`config.mk`:
```
export PLATFORM = sky130hd
export DESIGN_NAME = micro_sequencer_flat
export DESIGN_NICKNAME = d
export VERILOG_FILES = /design/src/rtl/useq_pkg.sv /design/src/rtl/micro_sequencer_if.sv /design/src/rtl/useq_mul_counter.sv /design/src/rtl/micro_sequencer.sv /design/src/flat_wrapper.sv
export SDC_FILE = /design/constraint.sdc
export NUM_CORES = 1
export LEC_CHECK = 0
export CAP_MARGIN = 20
export CORE_MARGIN = 2
export CORE_UTILIZATION = 42
export CTS_CLUSTER_SIZE = 12
export DETAILED_ROUTE_END_ITERATION = 12
export PLACE_DENSITY = 0.83
export SLEW_MARGIN = 5
export SYNTH_ARGS = -nofsm -noshare
export SYNTH_HDL_FRONTEND = slang
export SYNTH_SLANG_ARGS = --single-unit
```
`constraint.sdc`:
```
create_clock -name clk -period 1.9 [get_ports clk]
set_clock_uncertainty 0.05 [all_clocks]
set_input_delay 0.38 -clock clk [delete_from_list [all_inputs] [get_ports clk]]
set_output_delay 0.38 -clock clk [all_outputs]
set_load 0.01 [all_outputs]
```
`src/rtl/useq_pkg.sv`:
```
// Shared types for the multi-cycle control unit: FSM states, dispatch
// addresses, and the decode from dispatch address to instruction class.
package useq_pkg;

    localparam int UA_W      = 5;
    localparam int MUL_CNT_W = 4;

    typedef enum logic [2:0] {
        IDLE, FETCH, DECODE, EXEC, MEM, WB, TRAP
    } state_e;

    typedef enum logic [2:0] {
        CL_ALU, CL_MUL, CL_LOAD, CL_STORE, CL_BR_NT, CL_BR_T, CL_JALR, CL_ILLEGAL
    } uclass_e;

    localparam logic [UA_W-1:0] UA_ADD   = 5'd1;
    localparam logic [UA_W-1:0] UA_SUB   = 5'd2;
    localparam logic [UA_W-1:0] UA_SLL   = 5'd3;
    localparam logic [UA_W-1:0] UA_SLT   = 5'd4;
    localparam logic [UA_W-1:0] UA_SLTU  = 5'd5;
    localparam logic [UA_W-1:0] UA_XOR   = 5'd6;
    localparam logic [UA_W-1:0] UA_SRL   = 5'd7;
    localparam logic [UA_W-1:0] UA_SRA   = 5'd8;
    localparam logic [UA_W-1:0] UA_OR    = 5'd9;
    localparam logic [UA_W-1:0] UA_AND   = 5'd10;
    localparam logic [UA_W-1:0] UA_ADDI  = 5'd11;
    localparam logic [UA_W-1:0] UA_SLTI  = 5'd12;
    localparam logic [UA_W-1:0] UA_SLTIU = 5'd13;
    localparam logic [UA_W-1:0] UA_XORI  = 5'd14;
    localparam logic [UA_W-1:0] UA_ORI   = 5'd15;
    localparam logic [UA_W-1:0] UA_ANDI  = 5'd16;
    localparam logic [UA_W-1:0] UA_SLLI  = 5'd17;
    localparam logic [UA_W-1:0] UA_SRLI  = 5'd18;
    localparam logic [UA_W-1:0] UA_SRAI  = 5'd19;
    localparam logic [UA_W-1:0] UA_LOAD  = 5'd20;
    localparam logic [UA_W-1:0] UA_STORE = 5'd21;
    localparam logic [UA_W-1:0] UA_BR_NT = 5'd22;
    localparam logic [UA_W-1:0] UA_BR_T  = 5'd23;
    localparam logic [UA_W-1:0] UA_JALR  = 5'd24;
    localparam logic [UA_W-1:0] UA_MUL   = 5'd25;

    function automatic uclass_e ua_class(input logic [UA_W-1:0] ua);
        uclass_e cls;
        cls = CL_ILLEGAL;
        if (ua >= UA_ADD && ua <= UA_SRAI) cls = CL_ALU;
        else if (ua == UA_LOAD)            cls = CL_LOAD;
        else if (ua == UA_STORE)           cls = CL_STORE;
        else if (ua == UA_BR_NT)           cls = CL_BR_NT;
        else if (ua == UA_BR_T)            cls = CL_BR_T;
        else if (ua == UA_JALR)            cls = CL_JALR;
        else if (ua == UA_MUL)             cls = CL_MUL;
        return cls;
    endfunction

endpackage

```
`src/rtl/micro_sequencer_if.sv`:
```
// Decoder/memory-side inputs and datapath control strobes of the sequencer.
// slave = sequencer side, master = environment driving it.
interface micro_sequencer_if
    import useq_pkg::*;
#(
    parameter int UADDR_W = UA_W
);
    logic               run;
    logic [UADDR_W-1:0] dispatch_addr;
    logic               imem_ready;
    logic               dmem_ready;
    logic               trap_clr;
    logic               imem_req;
    logic               ir_load;
    logic [UADDR_W-1:0] alu_op;
    logic               dmem_req;
    logic               dmem_we;
    logic               reg_we;
    logic               pc_inc;
    logic               pc_branch;
    logic               pc_jump;
    logic               trap;
    logic               busy;

    modport slave (
        input  run, dispatch_addr, imem_ready, dmem_ready, trap_clr,
        output imem_req, ir_load, alu_op, dmem_req, dmem_we, reg_we,
               pc_inc, pc_branch, pc_jump, trap, busy
    );

    modport master (
        output run, dispatch_addr, imem_ready, dmem_ready, trap_clr,
        input  imem_req, ir_load, alu_op, dmem_req, dmem_we, reg_we,
               pc_inc, pc_branch, pc_jump, trap, busy
    );
endinterface

```
`src/rtl/useq_mul_counter.sv`:
```
// Down-counter timing the EXEC stall of a multiply; done is high at zero.
// Load has priority over decrement; it saturates at zero.
module useq_mul_counter
#(
    parameter int CNT_W = 4
) (
    input  logic             clk,
    input  logic             rst_n,
    input  logic             load,
    input  logic             dec,
    input  logic [CNT_W-1:0] load_val,
    output logic             done
);
    logic [CNT_W-1:0] cnt_q, cnt_d;

    always_comb begin
        cnt_d = cnt_q;
        if (load)                         cnt_d = load_val;
        else if (dec && cnt_q != '0)      cnt_d = cnt_q - 1'b1;
    end

    always_ff @(posedge clk or negedge rst_n) begin
        if (!rst_n) cnt_q <= '0;
        else        cnt_q <= cnt_d;
    end

    assign done = (cnt_q == '0);
endmodule

```
`src/rtl/micro_sequencer.sv`:
```
// Control FSM for the multi-cycle datapath; ALU 4 / MUL 3+MUL_CYCLES / LOAD 5 / STORE 4 / branch 3 cycles.
// Stalls in FETCH on imem_ready and in MEM on dmem_ready; strobes are Moore except ir_load and store pc_inc.
module micro_sequencer
    import useq_pkg::*;
#(
    parameter int UADDR_W    = UA_W,
    parameter int MUL_CYCLES = 4
) (
    input  logic                clk,
    input  logic                rst_n,
    micro_sequencer_if.slave    bus
);
    localparam logic [MUL_CNT_W-1:0] MUL_LOAD = MUL_CNT_W'(MUL_CYCLES - 1);

    state_e             state_q, state_d;
    logic [UADDR_W-1:0] uaddr_q, uaddr_d;
    uclass_e            dec_cls, ex_cls;
    logic               mul_done;
    state_e             retire_nxt;

    assign dec_cls    = ua_class(bus.dispatch_addr);
    assign ex_cls     = ua_class(uaddr_q);
    assign retire_nxt = bus.run ? FETCH : IDLE;

    useq_mul_counter #(.CNT_W(MUL_CNT_W)) u_mul_cnt (
        .clk      (clk),
        .rst_n    (rst_n),
        .load     (state_q == DECODE && dec_cls == CL_MUL),
        .dec      (state_q == EXEC && ex_cls == CL_MUL),
        .load_val (MUL_LOAD),
        .done     (mul_done)
    );

    always_ff @(posedge clk or negedge rst_n) begin
        if (!rst_n) begin
            state_q <= IDLE;
            uaddr_q <= '0;
        end else begin
            state_q <= state_d;
            uaddr_q <= uaddr_d;
        end
    end

    always_comb begin
        state_d = state_q;
        uaddr_d = uaddr_q;
        case (state_q)
            IDLE:   if (bus.run) state_d = FETCH;
            FETCH:  if (bus.imem_ready) state_d = DECODE;
            DECODE: begin
                uaddr_d = bus.dispatch_addr;
                state_d = (dec_cls == CL_ILLEGAL) ? TRAP : EXEC;
            end
            EXEC: begin
                case (ex_cls)
                    CL_ALU:                      state_d = WB;
                    CL_MUL:                      if (mul_done) state_d = WB;
                    CL_LOAD, CL_STORE:           state_d = MEM;
                    CL_BR_NT, CL_BR_T, CL_JALR:  state_d = retire_nxt;
                    default:                     state_d = TRAP;
                endcase
            end
            MEM: if (bus.dmem_ready) state_d = (ex_cls == CL_LOAD) ? WB : retire_nxt;
            WB:   state_d = retire_nxt;
            TRAP: if (bus.trap_clr) state_d = IDLE;
            default: state_d = IDLE;
        endcase
    end

    always_comb begin
        bus.imem_req  = 1'b0;
        bus.ir_load   = 1'b0;
        bus.alu_op    = '0;
        bus.dmem_req  = 1'b0;
        bus.dmem_we   = 1'b0;
        bus.reg_we    = 1'b0;
        bus.pc_inc    = 1'b0;
        bus.pc_branch = 1'b0;
        bus.pc_jump   = 1'b0;
        bus.trap      = 1'b0;
        bus.busy      = (state_q != IDLE) && (state_q != TRAP);
        case (state_q)
            FETCH: begin
                bus.imem_req = 1'b1;
                bus.ir_load  = bus.imem_ready;
            end
            EXEC: begin
                bus.alu_op    = uaddr_q;
                bus.pc_inc    = (ex_cls == CL_BR_NT);
                bus.pc_branch = (ex_cls == CL_BR_T);
                bus.pc_jump   = (ex_cls == CL_JALR);
                bus.reg_we    = (ex_cls == CL_JALR);
            end
            MEM: begin
                bus.alu_op   = uaddr_q;
                bus.dmem_req = 1'b1;
                bus.dmem_we  = (ex_cls == CL_STORE);
                // Store retires in the ready cycle only, so pc_inc fires once.
                bus.pc_inc   = (ex_cls == CL_STORE) && bus.dmem_ready;
            end
            WB: begin
                bus.alu_op = uaddr_q;
                bus.reg_we = 1'b1;
                bus.pc_inc = 1'b1;
            end
            TRAP:    bus.trap = 1'b1;
            default: ;
        endcase
    end
endmodule

```
`src/flat_wrapper.sv`:
```
// flat-port wrapper written by rule: the top's interface ports become plain ports
module micro_sequencer_flat import useq_pkg::*;
#(
    parameter int UADDR_W    = UA_W,
    parameter int MUL_CYCLES = 4
)
  (clk, rst_n, bus_run, bus_dispatch_addr, bus_imem_ready, bus_dmem_ready, bus_trap_clr, bus_imem_req, bus_ir_load, bus_alu_op, bus_dmem_req, bus_dmem_we, bus_reg_we, bus_pc_inc, bus_pc_branch, bus_pc_jump, bus_trap, bus_busy);
  micro_sequencer_if #(.UADDR_W(UADDR_W)) bus_i ();
  input  logic clk;
  input  logic rst_n;
  input wire logic [$bits(bus_i.run)-1:0] bus_run;
  input wire logic [$bits(bus_i.dispatch_addr)-1:0] bus_dispatch_addr;
  input wire logic [$bits(bus_i.imem_ready)-1:0] bus_imem_ready;
  input wire logic [$bits(bus_i.dmem_ready)-1:0] bus_dmem_ready;
  input wire logic [$bits(bus_i.trap_clr)-1:0] bus_trap_clr;
  output wire logic [$bits(bus_i.imem_req)-1:0] bus_imem_req;
  output wire logic [$bits(bus_i.ir_load)-1:0] bus_ir_load;
  output wire logic [$bits(bus_i.alu_op)-1:0] bus_alu_op;
  output wire logic [$bits(bus_i.dmem_req)-1:0] bus_dmem_req;
  output wire logic [$bits(bus_i.dmem_we)-1:0] bus_dmem_we;
  output wire logic [$bits(bus_i.reg_we)-1:0] bus_reg_we;
  output wire logic [$bits(bus_i.pc_inc)-1:0] bus_pc_inc;
  output wire logic [$bits(bus_i.pc_branch)-1:0] bus_pc_branch;
  output wire logic [$bits(bus_i.pc_jump)-1:0] bus_pc_jump;
  output wire logic [$bits(bus_i.trap)-1:0] bus_trap;
  output wire logic [$bits(bus_i.busy)-1:0] bus_busy;
  assign bus_i.run = bus_run;
  assign bus_i.dispatch_addr = bus_dispatch_addr;
  assign bus_i.imem_ready = bus_imem_ready;
  assign bus_i.dmem_ready = bus_dmem_ready;
  assign bus_i.trap_clr = bus_trap_clr;
  assign bus_imem_req = bus_i.imem_req;
  assign bus_ir_load = bus_i.ir_load;
  assign bus_alu_op = bus_i.alu_op;
  assign bus_dmem_req = bus_i.dmem_req;
  assign bus_dmem_we = bus_i.dmem_we;
  assign bus_reg_we = bus_i.reg_we;
  assign bus_pc_inc = bus_i.pc_inc;
  assign bus_pc_branch = bus_i.pc_branch;
  assign bus_pc_jump = bus_i.pc_jump;
  assign bus_trap = bus_i.trap;
  assign bus_busy = bus_i.busy;
  micro_sequencer #(.UADDR_W(UADDR_W), .MUL_CYCLES(MUL_CYCLES)) u_core (.clk(clk), .rst_n(rst_n), .bus(bus_i));
endmodule
```
==> qor.csv, run 1 <==
metric,value,unit
status,"finished, violations left",
netlist_top_cells_count,"dfrtp_1 (12), nand2_1 (8), nor2_1 (8)",
hold_violations,0,
routabilityCongestion,0.957,
post_synth.cell_area_avg,8.52,um2
power_density,1570,mW/mm2
drive_gt1_share,51.8,%
critical-path-max-stage-delay,0.43,ns
fmax,480,MHz
p_total,2.53,mW
syn-cell-area,928,um2
die_h,51.0,um
wire_per_inst,15.0,um
start_util,43.2,%
hp-class,in2async,
fin_ws,-0.181,ns
setup_viol,7,
final_nets,183,
critPathSlowestCell,or3b_4,
drt_wl_total,2970,um
cts.sinks,12,
synth-main-ff-cell,dfrtp_1,
end_kind,output pin,
cp.required,1.47,ns
hpwl,1960,um
critPathLaunchType,flip-flop,
drt-initial-drc-count,22,
grt_pass1_vias,1013,
grt_max_degree,13,
ant_nets,0,
rrSetupSlack,-0.02,ns
whs,0.399,ns
finalCritPeriodShare,110,%
yosysTopAreaCell,dfrtp_1,
synth_area_leaders,"dfrtp_1 (32%), mux2_2 (7.3%), and2_1 (3.4%)",
violations,setup timing,
cts_max_level,1,
viasPerCell,5.48,
synth_fp_nets,121,
power_leakage,0.743,nW
cp_data_arrival_time,1.65,ns
peakVddDrop,1030,uV
min_period,2.08,ns
port_buffers,25,
synth-edff-count,0,
cts_buffers,3,
grt_pass1_wl,4530,um
clk_latency,0.28,ns
fin_area,0.00161,mm2
critical_path_class,reg2out,
dr_total_vias,1086,
die_width,51.0,um
crit_fanout,4,
placedCellCount,181,
die_area,0.00260,mm2
tightest_slew,0.637,ns
synth_top_area_share,32.3,%
cts-hold-fix-buffers,0,
tritoncts,yes,
syn_inst,109,
setup_tns,-0.487,ns
async_flop_share,100,%
coreArea,0.00215,mm2
track_usage,23.1,%
finalNonFillerCells,198,
fillers,154,
slew_viol_final,0,
synth_seq_cells,12,
clockRootBuffer,clkbuf_4,
relSlewSlack,57.2,%
syn2layout_area_growth,73.3,%
clockBufferDepth,2,
rsz0062_at_grt,true,
antenna_cells,0,
synth.distinct_cells,40,
antenna_found_initial,0,
yosysWarningCount,0,
clk_pin_slew,0.07,ns
yosysMostFrequentCell,dfrtp_1,
drc,0,
first_pass_iters,5,
worstPathCellList,or3b_4 -> nor4_4 -> a22o_1 -> clkdlybuf4s15_2,
grt-ovfl-total,0,
placed_area,0.00139,mm2
rows,17,
ioPinCount,26,
ys_seq_area_share,32.3,%
maxCapViolCount,0,
==> placed cells by master (no fill, tap or decap), types with 2 or more instances in the layout <==
| cell type | netlist | routed |
|---|---|---|
| dfrtp_1 | 12 | 11 |
| buf_2 | 0 | 9 |
| or3b_4 | 0 | 2 |
| or3_1 | 3 | 3 |
| nor3_1 | 5 | 2 |
| buf_6 | 2 | 13 |
| inv_1 | 5 | 4 |
| nor2_1 | 8 | 7 |
| o21ai_1 | 0 | 2 |
| clkbuf_4 | 0 | 3 |
| nand2b_1 | 4 | 3 |
| mux2_2 | 6 | 6 |
| clkdlybuf4s50_1 | 0 | 10 |
| o211ai_1 | 3 | 3 |
| nand2_1 | 8 | 7 |
| a21oi_2 | 0 | 2 |
| nand3b_1 | 3 | 3 |
| a221oi_2 | 0 | 2 |
| and2_1 | 5 | 5 |
| buf_4 | 0 | 30 |
| nand3_1 | 5 | 5 |
| and3_1 | 2 | 2 |
| mux2i_1 | 2 | 2 |
| nor3_2 | 0 | 2 |
==> per-layer routing <==
layer / up-vias / track usage (%) / wire (um)
li1: 522 / - / -
met1: 510 / 27.2 / 1180
met2: 42 / 41.3 / 1550
met3: 12 / 2.92 / 142
met4: 0 / 10.8 / 101
met5: - / 0 / 0
==> stage by stage <==
stage / utilization, % / setup WS [ns]
after floorplan: - / 0.0119
after global placement: 64.5 / -0.259
after detailed placement: 64.5 / -0.292
after CTS: 69.1 / -0.195
after global routing: 74.9 / -0.250
final: 74.9 / -0.181
==> power breakdown <==
| part | internal, mW | switching (mW) |
|---|---|---|
| Sequential | 0.380 | 0.121 |
| Clock | 0.117 | 0.0906 |
| Combinational | 0.996 | 0.821 |
==> registers in the layout (all words and copies together) (netlist names) <==
| signal | cells |
|---|---|
| u_core.u_mul_cnt.cnt_q | 4 |
| u_core.state_q | 3 |
| u_core.uaddr_q | 5 |
==> critical path: cells and delay by family, from the launching register on <==
family | cells | cell delay (ns)
buffers and inverters | 1 | 0.21
DFF | 1 | 0.41
AOI/OAI and AO/OA | 1 | 0.16
and+or+nand+nor | 2 | 0.59
==> cell families (layout without fill, tap and decap cells) <==
logic type / after synthesis / after routing / synth area share (%)
xor+xnor: 1 / 1 / 0.944
fa+ha+maj: 1 / 1 / 1.35
flops: 12 / 12 / 32.3
simple gates: 52 / 52 / 31.4
buf+inv: 13 / 74 / 6.87
compound gates: 22 / 22 / 17.7
mux: 8 / 8 / 9.43
==> repair_timing <==
action                     CTS  global route
setup endpoints to repair   18            19
gates resized for setup     65            28
setup buffers                6             8
pin swaps                   16            11
==> path summary, 6_finish.rpt <==
| kind | depth (start not counted) | to | from |
|---|---|---|---|
| worst max-delay path | 4 | bus_pc_inc | u_core.uaddr_q[1] |
| worst min-delay path | 1 | u_core.state_q[0] | rst_n |
| worst max register to register | 6 | u_core.u_mul_cnt.cnt_q[2] | u_core.state_q[2] |
| worst min register to register | 2 | u_core.u_mul_cnt.cnt_q[1] | u_core.u_mul_cnt.cnt_q[1] |
| max in group asynchronous | 1 | u_core.state_q[2] | rst_n |
| min in group clk | 2 | u_core.u_mul_cnt.cnt_q[1] | u_core.u_mul_cnt.cnt_q[1] |
==> final cells by class <==
cell class,count,area [um2],share of cell area (%)
Sequential cell,12,302,18.7
Tap cell,28,35.0,2.18
Multi-Input combinational cell,84,672,41.8
Inverter,5,22.5,1.40
Clock buffer,4,36.3,2.26
Timing Repair Buffer,65,542,33.7
No activity file was read; power rests on OpenSTA's default activity.
==> inputs of run 2 (changes only) <==
- SKIP_CTS_REPAIR_TIMING: default -> 1
==> run 2 against run 1 <==
Against the previous run: the run still ends with setup timing left; sequential cell count is the same; die area is the same; worst hold slack is essentially flat; routed wire length shrank 12%; combinational power shrank 12%; critical path depth is the same; global-route usage shrank 2.5 points; final area shrank 5.1%; largest cell class unchanged; highest routed layer unchanged.
==> qor.csv, run 2 (same netlist as run 1, synthesis figures left out) <==
metric,value,unit
cts_max_level,1,
drt_wl_total,2630,um
critPathLaunchType,flip-flop,
rsz0062_at_grt,true,
peakVddDrop,1030,uV
reg_top3,"u_core.uaddr_q x5, u_core.u_mul_cnt.cnt_q x4, u_core.state_q x3",
critical_path_class,reg2out,
hpwl,1960,um
cp.required,1.47,ns
rows,17,
placed_area,0.00139,mm2
swShare,40.5,%
reg2reg_depth,5,
combPwrFrac,69.5,%
track_usage,20.7,%
placedCellCount,181,
grt_pass1_vias,956,
start_util,43.2,%
cts.sinks,12,
wire_per_inst,14.0,um
slew_viol_final,0,
grt_max_degree,13,
relSlewSlack,60.9,%
setup_tns,-1.01,ns
cts_buffers,3,
rrSetupSlack,-0.09,ns
viasPerCell,5.43,
die_h,51.0,um
p_total,2.31,mW
fmax,470,MHz
violations,setup timing,
post-place-ws,-0.292,ns
crit_fanout,4,
finalCritPeriodShare,112,%
drive_gt1_share,45.9,%
power_density,1520,mW/mm2
clockRootBuffer,clkbuf_4,
seq_power_share,21.6,%
fin_ws,-0.226,ns
p_sw,0.937,mW
post-route-util,71.1,%
dr_total_vias,1016,
port_buffers,25,
cp_data_arrival_time,1.70,ns
final_nets,172,
grt-ovfl-total,0,
coreArea,0.00215,mm2
maxCapViolCount,0,
fillers,179,
final_cell_mix,"buf_4 (25), dfrtp_1 (12), clkdlybuf4s50_1 (10), buf_6 (10)",
antenna_found_initial,0,
first_pass_iters,4,
p_clk_share,8.9,%
whs,0.398,ns
setup_viol,14,
tightest_slew,0.581,ns
status,"finished, violations left",
end_kind,output pin,
clk_pin_slew,0.07,ns
drc,0,
fin_area,0.00153,mm2
min_period,2.13,ns
die_width,51.0,um
hp-class,in2async,
hold_violations,0,
ant_nets,0,
intPower,1.38,mW
drt-initial-drc-count,28,
antenna_cells,0,
clk_latency,0.28,ns
largest_register,u_core.uaddr_q,
die_area,0.00260,mm2
power_leakage,0.748,nW
grt_pass1_wl,4090,um
syn2layout_area_growth,64.4,%
ioPinCount,26,
r2r_start,u_core.uaddr_q[1],
final_common_cell,buf_4,
timing.rr.end,u_core.state_q[0],
routabilityCongestion,0.957,
largest_reg_flops,5,
finalNonFillerCells,187,
clockBufferDepth,2,
tritoncts,yes,
run 2: metal layers:
layer	wire length [um]	vias to the layer above	track usage, %
met4	76	0	8.56
met2	1360	35	35.3
met3	137	10	3.80
met5	0	-	0
met1	1050	476	25.4
li1	-	495	-
run 2: power groups by stage:
| stage | clock network, mW | logic, mW | registers [mW] |
|---|---|---|---|
| finish | 0.205 | 1.61 | 0.500 |
| global route | 0.222 | 1.75 | 0.510 |
| CTS | 0.214 | 1.43 | 0.485 |
| detailed placement | 0 | 1.42 | 0.491 |
| global placement | 0 | 1.38 | 0.479 |
| floorplan | 0 | 0.806 | 0.438 |
run 2: critical path, cell delays in order (launching register included):
cell and delay, ns:
dfrtp_1 0.41, or3b_4 0.43, nor4_4 0.30, a22o_1 0.16, clkbuf_2 0.12
run 2: cell type report:
cell class                      instances  area, um2  area share (%)
Timing Repair Buffer                   54        475            31.1
Sequential cell                        12        300            19.7
Tap cell                               28       35.0            2.30
Multi-Input combinational cell         84        661            43.3
Inverter                                5       18.8            1.23
Clock buffer                            4       36.3            2.38
run 2: how the worst max path moves through the flow:
stage	slack, ns	cells past startpoint	startpoint	to
after global routing	-0.30	4	u_core.uaddr_q[3]	bus_pc_inc
after detailed placement	-0.29	4	u_core.uaddr_q[1]	bus_pc_inc
after global placement	-0.26	4	u_core.uaddr_q[1]	bus_pc_inc
after floorplan	0.01	4	u_core.uaddr_q[1]	bus_pc_inc
final	-0.23	4	u_core.uaddr_q[3]	bus_pc_inc
after CTS	-0.61	4	u_core.uaddr_q[1]	bus_pc_inc
==> inputs of run 3 (changes only) <==
- SKIP_CTS_REPAIR_TIMING: 1 -> default
==> results of run 3 <==
The final DEF is identical to that of run 1; final timing and power are the same.
